[config.mk]
export PLATFORM = sky130hd
export DESIGN_NAME = arf_seq_ctrl
export DESIGN_NICKNAME = d
export VERILOG_FILES = /design/src/rtl/arf_seq_ctrl.sv
export SDC_FILE = /design/constraint.sdc
export NUM_CORES = 1
export LEC_CHECK = 0
export CAP_MARGIN = 10
export CELL_PAD_IN_SITES_DETAIL_PLACEMENT = 2
export CELL_PAD_IN_SITES_GLOBAL_PLACEMENT = 2
export CORE_MARGIN = 1.5
export CORE_UTILIZATION = 26
export CTS_CLUSTER_DIAMETER = 40
export DETAILED_ROUTE_END_ITERATION = 12
export HOLD_SLACK_MARGIN = 0.03
export PLACE_DENSITY_LB_ADDON = 0.1
export SYNTH_ARGS = -nofsm -noshare
export SYNTH_HDL_FRONTEND = slang
export SYNTH_SLANG_ARGS = --single-unit
[constraint.sdc]
create_clock -name clk -period 4.65 [get_ports clk]
set_input_delay 1.1625 -clock clk [delete_from_list [all_inputs] [get_ports clk]]
set_output_delay 1.1625 -clock clk [all_outputs]
set_load 0.01 [all_outputs]
[src/rtl/arf_seq_ctrl.sv]
// Micro-sequencer for the 8-bit address register file (PC, AR, SP, PCPast).
// Runs fetch, jump, push/pop and call/return, with stack bound checks and a memory port.
module arf_seq_ctrl #(
  parameter logic [7:0] SP_FULL  = 8'h00,
  parameter logic [7:0] SP_EMPTY = 8'hFF
) (
  input  logic       clk,
  input  logic       rst_n,
  input  logic       cmd_valid,
  output logic       cmd_ready,
  input  logic [2:0] cmd_op,
  input  logic [7:0] cmd_operand,
  output logic       done,
  output logic       err,
  output logic [7:0] result,
  output logic [1:0] arf_funsel,
  output logic [3:0] arf_rsel,
  output logic [1:0] arf_outasel,
  output logic [1:0] arf_outbsel,
  output logic [7:0] arf_i,
  input  logic [7:0] arf_outa,
  input  logic [7:0] arf_outb,
  output logic       mem_req,
  output logic       mem_we,
  output logic [7:0] mem_addr,
  output logic [7:0] mem_wdata,
  input  logic [7:0] mem_rdata,
  input  logic       mem_ack
);

  typedef enum logic [3:0] {
    S_IDLE, S_SEL, S_CHK, S_PRE, S_SEL2, S_MEM, S_LDPP, S_POST, S_LOAD, S_DONE
  } state_t;

  localparam logic [2:0] OP_NOP   = 3'b000;
  localparam logic [2:0] OP_FETCH = 3'b001;
  localparam logic [2:0] OP_JUMP  = 3'b010;
  localparam logic [2:0] OP_PUSH  = 3'b011;
  localparam logic [2:0] OP_POP   = 3'b100;
  localparam logic [2:0] OP_CALL  = 3'b101;
  localparam logic [2:0] OP_RET   = 3'b110;
  localparam logic [2:0] OP_ILL   = 3'b111;

  localparam logic [1:0] SEL_AR = 2'b00;
  localparam logic [1:0] SEL_SP = 2'b01;
  localparam logic [1:0] SEL_PC = 2'b11;

  localparam logic [1:0] FUN_CLR  = 2'b00;
  localparam logic [1:0] FUN_LOAD = 2'b01;
  localparam logic [1:0] FUN_INC  = 2'b10;
  localparam logic [1:0] FUN_DEC  = 2'b11;

  localparam logic [3:0] RS_NONE = 4'b0000;
  localparam logic [3:0] RS_PC   = 4'b1000;
  localparam logic [3:0] RS_SP   = 4'b0010;
  localparam logic [3:0] RS_PP   = 4'b0001;

  // OutA/OutB select pair {A,B} used for the whole life of a command
  function automatic logic [3:0] sel_pair(input logic [2:0] op);
    logic [3:0] pair;
    case (op)
      OP_PUSH, OP_POP, OP_RET: pair = {SEL_SP, SEL_SP};
      OP_CALL:                 pair = {SEL_SP, SEL_PC};
      default:                 pair = {SEL_PC, SEL_PC};
    endcase
    return pair;
  endfunction

  state_t     state_r, state_s;
  logic [2:0] op_r;
  logic [7:0] operand_r;
  logic [7:0] result_r;
  logic       err_r;
  logic [1:0] outasel_r;
  logic [1:0] outbsel_r;
  logic       accept_s;
  logic       chk_fail_s;
  logic       push_like_s;

  assign accept_s    = (state_r == S_IDLE) && cmd_valid;
  assign push_like_s = (op_r == OP_PUSH) || (op_r == OP_CALL);

  // State, latched command and result registers
  always_ff @(posedge clk or negedge rst_n) begin
    if (!rst_n) begin
      state_r   <= S_IDLE;
      op_r      <= OP_NOP;
      operand_r <= 8'h00;
      result_r  <= 8'h00;
      err_r     <= 1'b0;
      outasel_r <= SEL_AR;
      outbsel_r <= SEL_AR;
    end else begin
      state_r <= state_s;
      if (accept_s) begin
        op_r                   <= cmd_op;
        operand_r              <= cmd_operand;
        {outasel_r, outbsel_r} <= sel_pair(cmd_op);
        err_r                  <= (cmd_op == OP_ILL);
      end else if (state_r == S_DONE) begin
        outasel_r <= SEL_AR;
        outbsel_r <= SEL_AR;
      end
      if (chk_fail_s) begin
        err_r <= 1'b1;
      end
      if ((state_r == S_MEM) && mem_ack && !push_like_s) begin
        result_r <= mem_rdata;
      end
    end
  end

  // Next-state sequencing for every command
  always_comb begin
    state_s    = state_r;
    chk_fail_s = 1'b0;
    case (state_r)
      S_IDLE: begin
        if (cmd_valid) begin
          case (cmd_op)
            OP_NOP, OP_ILL: state_s = S_DONE;
            OP_JUMP:        state_s = S_LOAD;
            default:        state_s = S_SEL;
          endcase
        end else begin
          state_s = S_IDLE;
        end
      end
      S_SEL: begin
        if (op_r == OP_FETCH) begin
          state_s = S_MEM;
        end else begin
          state_s = S_CHK;
        end
      end
      S_CHK: begin
        // A refused stack operation skips memory and the ARF entirely
        if (push_like_s) begin
          if (arf_outa == SP_FULL) begin
            state_s    = S_DONE;
            chk_fail_s = 1'b1;
          end else begin
            state_s = S_MEM;
          end
        end else begin
          if (arf_outa == SP_EMPTY) begin
            state_s    = S_DONE;
            chk_fail_s = 1'b1;
          end else begin
            state_s = S_PRE;
          end
        end
      end
      S_PRE:  state_s = S_SEL2;
      S_SEL2: state_s = S_MEM;
      S_MEM: begin
        if (mem_ack) begin
          case (op_r)
            OP_FETCH:         state_s = S_LDPP;
            OP_PUSH, OP_CALL: state_s = S_POST;
            OP_RET:           state_s = S_LOAD;
            default:          state_s = S_DONE;
          endcase
        end else begin
          state_s = S_MEM;
        end
      end
      S_LDPP: state_s = S_POST;
      S_POST: begin
        if (op_r == OP_CALL) begin
          state_s = S_LOAD;
        end else begin
          state_s = S_DONE;
        end
      end
      S_LOAD:  state_s = S_DONE;
      S_DONE:  state_s = S_IDLE;
      default: state_s = S_IDLE;
    endcase
  end

  // Output decode from registered state and op
  always_comb begin
    cmd_ready  = 1'b0;
    done       = 1'b0;
    err        = 1'b0;
    mem_req    = 1'b0;
    mem_we     = 1'b0;
    arf_rsel   = RS_NONE;
    arf_funsel = FUN_CLR;
    arf_i      = operand_r;
    case (state_r)
      S_IDLE: cmd_ready = 1'b1;
      S_PRE: begin
        arf_rsel   = RS_SP;
        arf_funsel = FUN_INC;
      end
      S_MEM: begin
        mem_req = 1'b1;
        mem_we  = push_like_s;
      end
      S_LDPP: begin
        arf_rsel   = RS_PP;
        arf_funsel = FUN_LOAD;
        arf_i      = arf_outb;
      end
      S_POST: begin
        if (op_r == OP_FETCH) begin
          arf_rsel   = RS_PC;
          arf_funsel = FUN_INC;
        end else begin
          arf_rsel   = RS_SP;
          arf_funsel = FUN_DEC;
        end
      end
      S_LOAD: begin
        arf_rsel   = RS_PC;
        arf_funsel = FUN_LOAD;
        if (op_r == OP_RET) begin
          arf_i = result_r;
        end else begin
          arf_i = operand_r;
        end
      end
      S_DONE: begin
        done = 1'b1;
        err  = err_r;
      end
      default: cmd_ready = 1'b0;
    endcase
  end

  assign result      = result_r;
  assign arf_outasel = outasel_r;
  assign arf_outbsel = outbsel_r;
  assign mem_addr    = arf_outa;
  assign mem_wdata   = (op_r == OP_CALL) ? arf_outb : operand_r;

endmodule

; Yosys cells after proc, flatten, opt, wreduce, memory -nomap -nowiden
; Index checks and enable logic that the tools add are counted.
; W data, S select, Z words.
[classes]
muxes = 32
reduce_logical = 14
n_eq_ne = 20
[op_table]
columns = op, count
row1 = $pmux W4 S9, 1
row2 = $mux W4, 6
row3 = $eq A3 B3 Y1 const B, 6
row4 = $eq A4 B3 Y1 const B, 4
row5 = $mux W8, 2
row6 = $pmux W4 S2, 2
row7 = $pmux W4 S4, 1
row8 = $pmux W8 S2, 1
row9 = $mux W1, 13
row10 = $pmux W4 S3, 1
row11 = $eq A3 B2 Y1 const B, 3
row12 = $eq A4 B2 Y1 const B, 2
row13 = $eq A4 B4 Y1 const B, 2
row14 = $eq A8 B8 Y1 const B, 1
row15 = $logic_not A8 Y1, 1
row16 = $mux W2, 3
row17 = $pmux W2 S3, 1
row18 = $reduce_or A2 Y1, 3
row19 = $eq A4 B1 Y1 const B, 1
row20 = $logic_not A4 Y1, 1
row21 = $reduce_bool A2 Y1, 2
row22 = $eq A3 B1 Y1 const B, 1
row23 = $logic_and A1 B1 Y1, 3
row24 = $logic_not A3 Y1, 1
row25 = other kinds (4), 4
[word_totals]
in_bits = 39
reg_bits = 28
word_cells = 73

; Logic depth before layout (Yosys ltp)
; Gate-level depths: netlist (run 1).
[logic_depth]
ltp_word = 5
mapped_depth = 6
mapped_depth_nobuf = 5

; Worst setup path after synthesis (run 1)
; No wires, ideal clock.
[synth_timing]
kind = input to output
start = input arf_outb[0]
end = output arf_i[0]
arrival_ps = 1522
setup_slack_ps = 1965
cell_stages = 2
path_buffers = 0
path_cell_list = a22o_1 > a21o_1
[synth_between]
elab_chain_cells = 1
[synth_rtl]
columns = item, line
row1 = "start, declared", 22  ; input logic [7:0] arf_outb,
row2 = $pmux W8 S2, 192  ; case (state_r)
row3 = "end, declared", 20  ; output logic [7:0] arf_i,
; No other way between the ends.

; Worst setup path after layout (run 1)
[layout_timing]
start = register state_r[2]
end = output arf_i[7]
[layout_between]
elab_chain_cells = 2
word_cells_on_any_way = 3
classes_between = eq/ne (2) / mux (1)
[layout_rtl]
columns = item, line
row1 = "start, declared", 69  ; state_t state_r, state_s;
row2 = "start signal, assigned", 94  ; state_r <= state_s;
row3 = $eq A4 B4 Y1 / $eq A4 B3 Y1 (equally long branches), 192
row4 = $pmux W8 S2 *, 192
; Mark *: on every way between the ends. The rest lies on a longest branch, timed or not.

==> results.py, run 1 <==
metrics = {
    "cts": {
        "cts_buffer_depth": 2,
        "cts-htree-levels": 1,
        "cts_tree": "done",
        "insertion_delay_ps": 270,
        "clk_pin_slew_ps": 90,
        "root_buffer": "clkbuf_8",
        "post_cts_buffers": 0,
        "cts_resized": 0,
        "ctsHoldBuffers": 0,
        "cts_sinks": 27,
        "cts_made_buffers": 3,
    },
    "logic_synthesis": {
        "yosys.area_share.simple_pct": 17.7,
        "netlist_area_sq_um": 1820,
        "synthCells": 163,
        "syn_area_per_cell_sq_um": 11.2,
        "synthDominantCellAreaShare_pct": 37.1,
        "synth_top_cells_by_area": "dfrtp_1, mux2_2, mux2_4, buf_4, mux2_1",
        "synth-adder-area-share_pct": 0,
        "async_flop_share_pct": 100,
        "synth_ff_type": "dfrtp_1",
        "synth_top_family_by_area": "multiplexers",
        "yosysWarnings": 0,
        "ys_seq_area_share_pct": 37.1,
        "synth_seq_cells": 27,
        "ys_types": 50,
        "syn_nets": 202,
        "synth_edf_count": 0,
        "synthXorXnorAreaFrac_pct": 0.962,
        "synth_compound_area_share_pct": 16.3,
        "muxShareOfSynthArea_pct": 19.5,
        "yosysTopAreaCell": "dfrtp_1",
    },
    "setup_path": {
        "crit_chain": "nor4b_4 > nor3b_4 > a22o_1 > a21o_1 > clkdlybuf4s50_1",
        "critPathCaptureType": "output pin",
        "critPathTopFamily": "simple AND/OR/NAND/NOR gates",
        "slowest_delay_ps": 600,
        "cp-start-kind": "flip-flop",
        "cp_max_fo": 14,
        "r2r-start": "state_r[2]$_DFF_PN0_",
        "path_class": "flip-flop to output pin",
        "critPathBufInv": 1,
        "cp.required_ps": 3490,
        "r2r_slack_ps": 2720,
        "critical_path_arrival_ps": 2730,
        "cpMaxStageDelayCell": "dfrtp_1",
        "crit_start": "state_r[2]$_DFF_PN0_",
    },
    "die": {
        "io_pins": 86,
        "dieArea_sq_um": 7520,
        "initial_utilization_pct": 26.8,
        "die_w_um": 86.7,
        "die_h_um": 86.7,
        "fp.coreArea_sq_um": 6790,
        "num_rows": 30,
    },
    "power_and_ir_drop": {
        "p_comb_share_pct": 60.2,
        "irDropWorstVdd_mv": 0.153,
        "p_clk_share_pct": 8.2,
        "leakage_nw": 1.11,
        "powerDensity_nw_per_um2": 588,
        "switching_power_mw": 0.604,
        "p_int_mw": 0.993,
        "swShare_pct": 37.8,
        "seqPwrFrac_pct": 31.6,
    },
    "grt": {
        "grt_max_degree": 25,
        "antenna_found_initial": 0,
        "track_usage_pct": 16.1,
        "grt_first_pass_wirelength_mm": 9.44,
        "first_global_vias": 1854,
        "grt_use_met2_pct": 30.0,
        "use_met1_pct": 19.3,
        "grt_overflow": 0,
        "busiest_layer": "met2",
        "use_met3_pct": 3.05,
    },
    "sta": {
        "period_needed_ps": 3890,
        "relSlewSlack_pct": 59.4,
        "rsz0062_at_grt": "false",
        "setup_ws_ps": 758,
        "setup_tns_ps": 0,
        "fmax_ghz": 0.257,
        "maxSlewViolCount": 0,
        "fin_crit_sh_pct": 83.7,
        "finalSetupViolCount": 0,
        "hold_viol": 0,
        "worst_slew_pin_slew_ps": 607,
        "clock_skew_ps": 4.84,
    },
    "route": {
        "vias": 1606,
        "drt-initial-drc-count": 34,
        "wl_per_cell_um": 17.4,
        "drc": 0,
        "wl_mm": 5.78,
        "drt_first_pass_iters": 4,
        "ant_nets": 0,
        "via_per_inst": 4.82,
    },
    "outcome": {
        "status": "complete, no violations",
    },
    "final_layout": {
        "n_antenna_cell": 0,
        "drive_above_1_share_pct": 16.9,
        "area_delta_synth_final_pct": 49.0,
        "layout_commonest_cell": "clkdlybuf4s50_1",
        "most-common-layout-cells": "clkdlybuf4s50_1, dfrtp_1, mux2_2",
        "nNetsFinal": 277,
        "fill_cells": 738,
        "multi_input_area_sq_um": 996,
        "regArea_sq_um": 676,
    },
    "place": {
        "gp_congestion": 0.728,
        "dp.final_hpwl_mm": 4.54,
        "detailedPlace.worstSlack_ps": 1020,
        "port-buffer-count": 84,
    },
    "run": {
        "cap_violations": 0,
    },
    "hold_path": {
        "worstHoldStart": "err_r$_DFFE_PN0P_",
        "hold_path.class": "flip-flop to flip-flop",
    },
}
area by class of cell:
class / count / area share [%]
Sequential cell: 27 / 24.9
Multi-Input combinational cell: 117 / 36.7
Tap cell: 96 / 4.42
Timing Repair Buffer: 87 / 32.1
Clock buffer: 4 / 1.66
Inverter: 2 / 0.276
sequential cells by signal, indices dropped and copies added (netlist names):
name,count
state_r,4
op_r,3
arf_outasel,2
arf_outbsel,1
result,8
operand_r,8
err_r,1
power groups by stage:
stage	clock [mW]	combinational, mW	sequential [mW]
2_1_floorplan	0	0.577	0.455
3_3_place_gp	0	0.939	0.496
3_5_place_dp	0	0.973	0.512
4_1_cts	0.140	0.979	0.507
5_1_grt	0.147	1.04	0.530
6_report	0.132	0.960	0.504
synth_stat cells (2+ instances only):
master     n
a211oi_1   4
a21o_1     9
a21oi_1    3
a22o_1     8
buf_2      2
buf_4     12
buf_6      2
dfrtp_1   27
mux2_1     8
mux2_2    12
mux2_4     8
nand2_1    9
nand3_1    5
nand3b_1   2
nand4_1    2
nor2_1     9
o21ai_0    6
or4_1      2
xor2_1     2
per-layer routing:
| metal | vias to the layer above | wire length [um] | part of all wire (%) |
|---|---|---|---|
| met2 | 62 | 3060 | 53 |
| met1 | 797 | 2430 | 42 |
| met5 | - | 0 | 0 |
| li1 | 743 | - | - |
| met4 | 0 | 36 | 0.62 |
| met3 | 4 | 255 | 4.4 |
per-stage QoR:
stage               power [mW]  cell area (sq um)  hold slack, ps  cells  utilization (%)
floorplan                 1.03               1820             448    163                -
global placement          1.43               2660             478    328             39.1
detailed placement        1.48               2660             500    328             39.1
CTS                       1.63               2700             533    332             39.7
global route              1.71               2720             557    333             40.0
finish                    1.60               2720             518    333             40.0
cell families (layout without fill, tap and decap cells):
kind of cell              Yosys count  count (layout)
xor gates and xnor gates            2               2
buffers and inverters              19              93
DFF                                27              27
AOI/OAI and AO/OA                  39              39
other                               1               1
muxes                              29              29
and+or+nand+nor                    46              46
worst paths after layout:
kind	depth (start not counted)	endpoint
worst min register to register	2	err_r$_DFFE_PN0P_
worst min-delay path	2	err_r$_DFFE_PN0P_
min in group asynchronous	1	state_r[1]$_DFF_PN0_
worst max register to register	3	op_r[1]$_DFFE_PN0P_
max in group asynchronous	2	operand_r[1]$_DFFE_PN0P_
worst max-delay path	5	arf_i[7]
tightest hold or removal path, delay by kind of cell (launching register included):
family	cells	cell delay, ps
simple gates	1	50
compound gates	1	60
flops	1	370
Power figures use the tool's default switching activity.
==> run 2, diff against run 1 <==
Settings changed: CORE_UTILIZATION 26 to 24.
Clock period 4.65 ns to 4.05 ns, I/O delays scaled along.
==> run 2 against run 1 <==
Critical path depth is the same. Non-clock buffer count grew 1. Die area grew 8.0%. Register-to-register slack lost 570 ps. Flip-flop and latch count is the same. Final cell count grew 1.2%. Hold slack lost 9.6 ps. Sequential power grew 8.7%. Power grew 16%.
==> results.py, run 2 (synthesized netlist as in run 1, its figures left out) <==
metrics = {
    "cts": {
        "clk_pin_slew_ps": 110,
        "cts_buffer_depth": 2,
        "cts-htree-levels": 1,
        "root_buffer": "clkbuf_8",
        "cts_resized": 0,
        "post_cts_buffers": 0,
        "cts_made_buffers": 3,
        "insertion_delay_ps": 280,
        "cts_sinks": 27,
        "cts_tree": "done",
        "ctsHoldBuffers": 0,
    },
    "power_and_ir_drop": {
        "powerDensity_nw_per_um2": 681,
        "leakage_nw": 1.12,
        "total_power_mw": 1.85,
        "irDropWorstVdd_mv": 0.165,
    },
    "place": {
        "gp_congestion": 0.764,
        "port-buffer-count": 84,
        "dpl_cell_area_sq_um": 2670,
        "dp.final_hpwl_mm": 4.40,
    },
    "setup_path": {
        "crit_start": "state_r[3]$_DFF_PN0_",
        "worst-r2r-cell-count": 3,
        "cp_max_fo": 11,
        "crit_end": "arf_i[5]",
        "r2r_slack_ps": 2150,
        "crit_chain": "nor4b_4 > nor3b_4 > a22o_1 > a21o_1 > clkdlybuf4s50_1",
        "cpMaxStageDelayCell": "dfrtp_1",
        "path_class": "flip-flop to output pin",
        "cp-start-kind": "flip-flop",
        "critPathCaptureType": "output pin",
        "critical_path_arrival_ps": 2670,
        "slowest_delay_ps": 610,
        "worstReg2RegEnd": "op_r[0]$_DFFE_PN0P_",
        "r2r-start": "state_r[0]$_DFF_PN0_",
        "cp.required_ps": 3040,
    },
    "die": {
        "initial_utilization_pct": 25.0,
        "io_pins": 86,
        "fp.coreArea_sq_um": 7290,
        "die_h_um": 90.1,
        "die_w_um": 90.1,
        "dieArea_sq_um": 8120,
        "num_rows": 31,
    },
    "hold_path": {
        "hold_path.class": "flip-flop to flip-flop",
    },
    "sta": {
        "fin_crit_sh_pct": 90.8,
        "period_needed_ps": 3680,
        "relSlewSlack_pct": 61.9,
        "worst_slew_pin_slew_ps": 570,
        "clock_skew_ps": 9.93,
        "fmax_ghz": 0.272,
        "finalSetupViolCount": 0,
        "maxSlewViolCount": 0,
        "setup_tns_ps": 0,
        "hold_viol": 0,
        "rsz0062_at_grt": "false",
    },
    "final_layout": {
        "layout_commonest_cell": "clkdlybuf4s50_1",
        "stdcell_area_sq_um": 2720,
        "fill_cells": 797,
        "most-common-layout-cells": "clkdlybuf4s50_1, dfrtp_1, mux2_2",
        "utilization_pct": 37.3,
        "n_antenna_cell": 0,
        "drive_above_1_share_pct": 17.6,
        "area_delta_synth_final_pct": 49.5,
        "nNetsFinal": 278,
    },
    "route": {
        "wl_mm": 5.74,
        "drc": 0,
        "wl_per_cell_um": 17.0,
        "drt-initial-drc-count": 20,
        "via_per_inst": 4.69,
        "ant_nets": 0,
        "drt_first_pass_iters": 5,
        "vias": 1582,
    },
    "outcome": {
        "status": "complete, no violations",
    },
    "run": {
        "cap_violations": 0,
    },
    "grt": {
        "grt_overflow": 0,
        "first_global_vias": 1732,
        "antenna_found_initial": 0,
        "grt_first_pass_wirelength_mm": 9.45,
        "grt_max_degree": 28,
        "track_usage_pct": 14.6,
    },
}
## run 2: changes by cell type in the layout (fill, tap and decap cells not counted)
cell        delta
buf_8          -1
buf_4          +2
clkinvlp_4     +1
clkbuf_1       -1
## run 2: how the worst min path moves through the flow
stage / startpoint / to / slack [ps] / cells past startpoint
6_report: err_r$_DFFE_PN0P_ / err_r$_DFFE_PN0P_ / 510 / 2
5_1_grt: err_r$_DFFE_PN0P_ / err_r$_DFFE_PN0P_ / 550 / 2
4_1_cts: err_r$_DFFE_PN0P_ / err_r$_DFFE_PN0P_ / 520 / 2
3_5_place_dp: err_r$_DFFE_PN0P_ / err_r$_DFFE_PN0P_ / 480 / 2
3_3_place_gp: err_r$_DFFE_PN0P_ / err_r$_DFFE_PN0P_ / 480 / 2
2_1_floorplan: err_r$_DFFE_PN0P_ / err_r$_DFFE_PN0P_ / 450 / 2
## run 2: critical path: cells and delay by family, from the launching register on
family                 cells  cell delay [ps]
AOI/OAI and AO/OA          2              300
and+or+nand+nor            2              920
DFF                        1              610
buffers and inverters      1              550
## run 2: final cells by class
class | instances | area (sq um) | share of cell area [%]
sequential | 27 | 676 | 24.8
tap | 99 | 124 | 4.55
inverter | 2 | 7.51 | 0.276
multi-input combinational | 117 | 996 | 36.6
clock inverter | 1 | 7.51 | 0.276
clock buffer | 3 | 41.3 | 1.52
timing repair buffer | 88 | 871 | 32.0
## run 2: where the power goes
| group | leakage [nW] | total, mW | switching, mW | internal [mW] |
|---|---|---|---|---|
| sequential | 0.327 | 0.548 | 0.148 | 0.400 |
| clock | 0.0217 | 0.164 | 0.0935 | 0.0700 |
| combinational | 0.768 | 1.14 | 0.463 | 0.679 |
## run 2: stage by stage
| stage | cells | hold WS, ps | setup slack [ps] |
|---|---|---|---|
| final | 337 | 509 | 372 |
| after floorplan | 163 | 448 | 1550 |
| after global routing | 337 | 551 | 203 |
| after CTS | 337 | 522 | 305 |
| after detailed placement | 333 | 484 | 635 |
| after global placement | 333 | 480 | 697 |
## run 2: per-layer routing
layer	share of wire (%)	GRT usage, %	wire [um]
met5	0	0	0
met1	48	19.1	2730
met3	4.9	3.13	284
met2	47	25.3	2700
met4	0.40	1.98	23
==> run 3, diff against run 2 <==
Settings changed: GPL_ROUTABILITY_DRIVEN set to 0, SKIP_LAST_GASP set to 1.
==> results of run 3 <==
No change in the layout: final DEF, timing and power equal those of run 2.
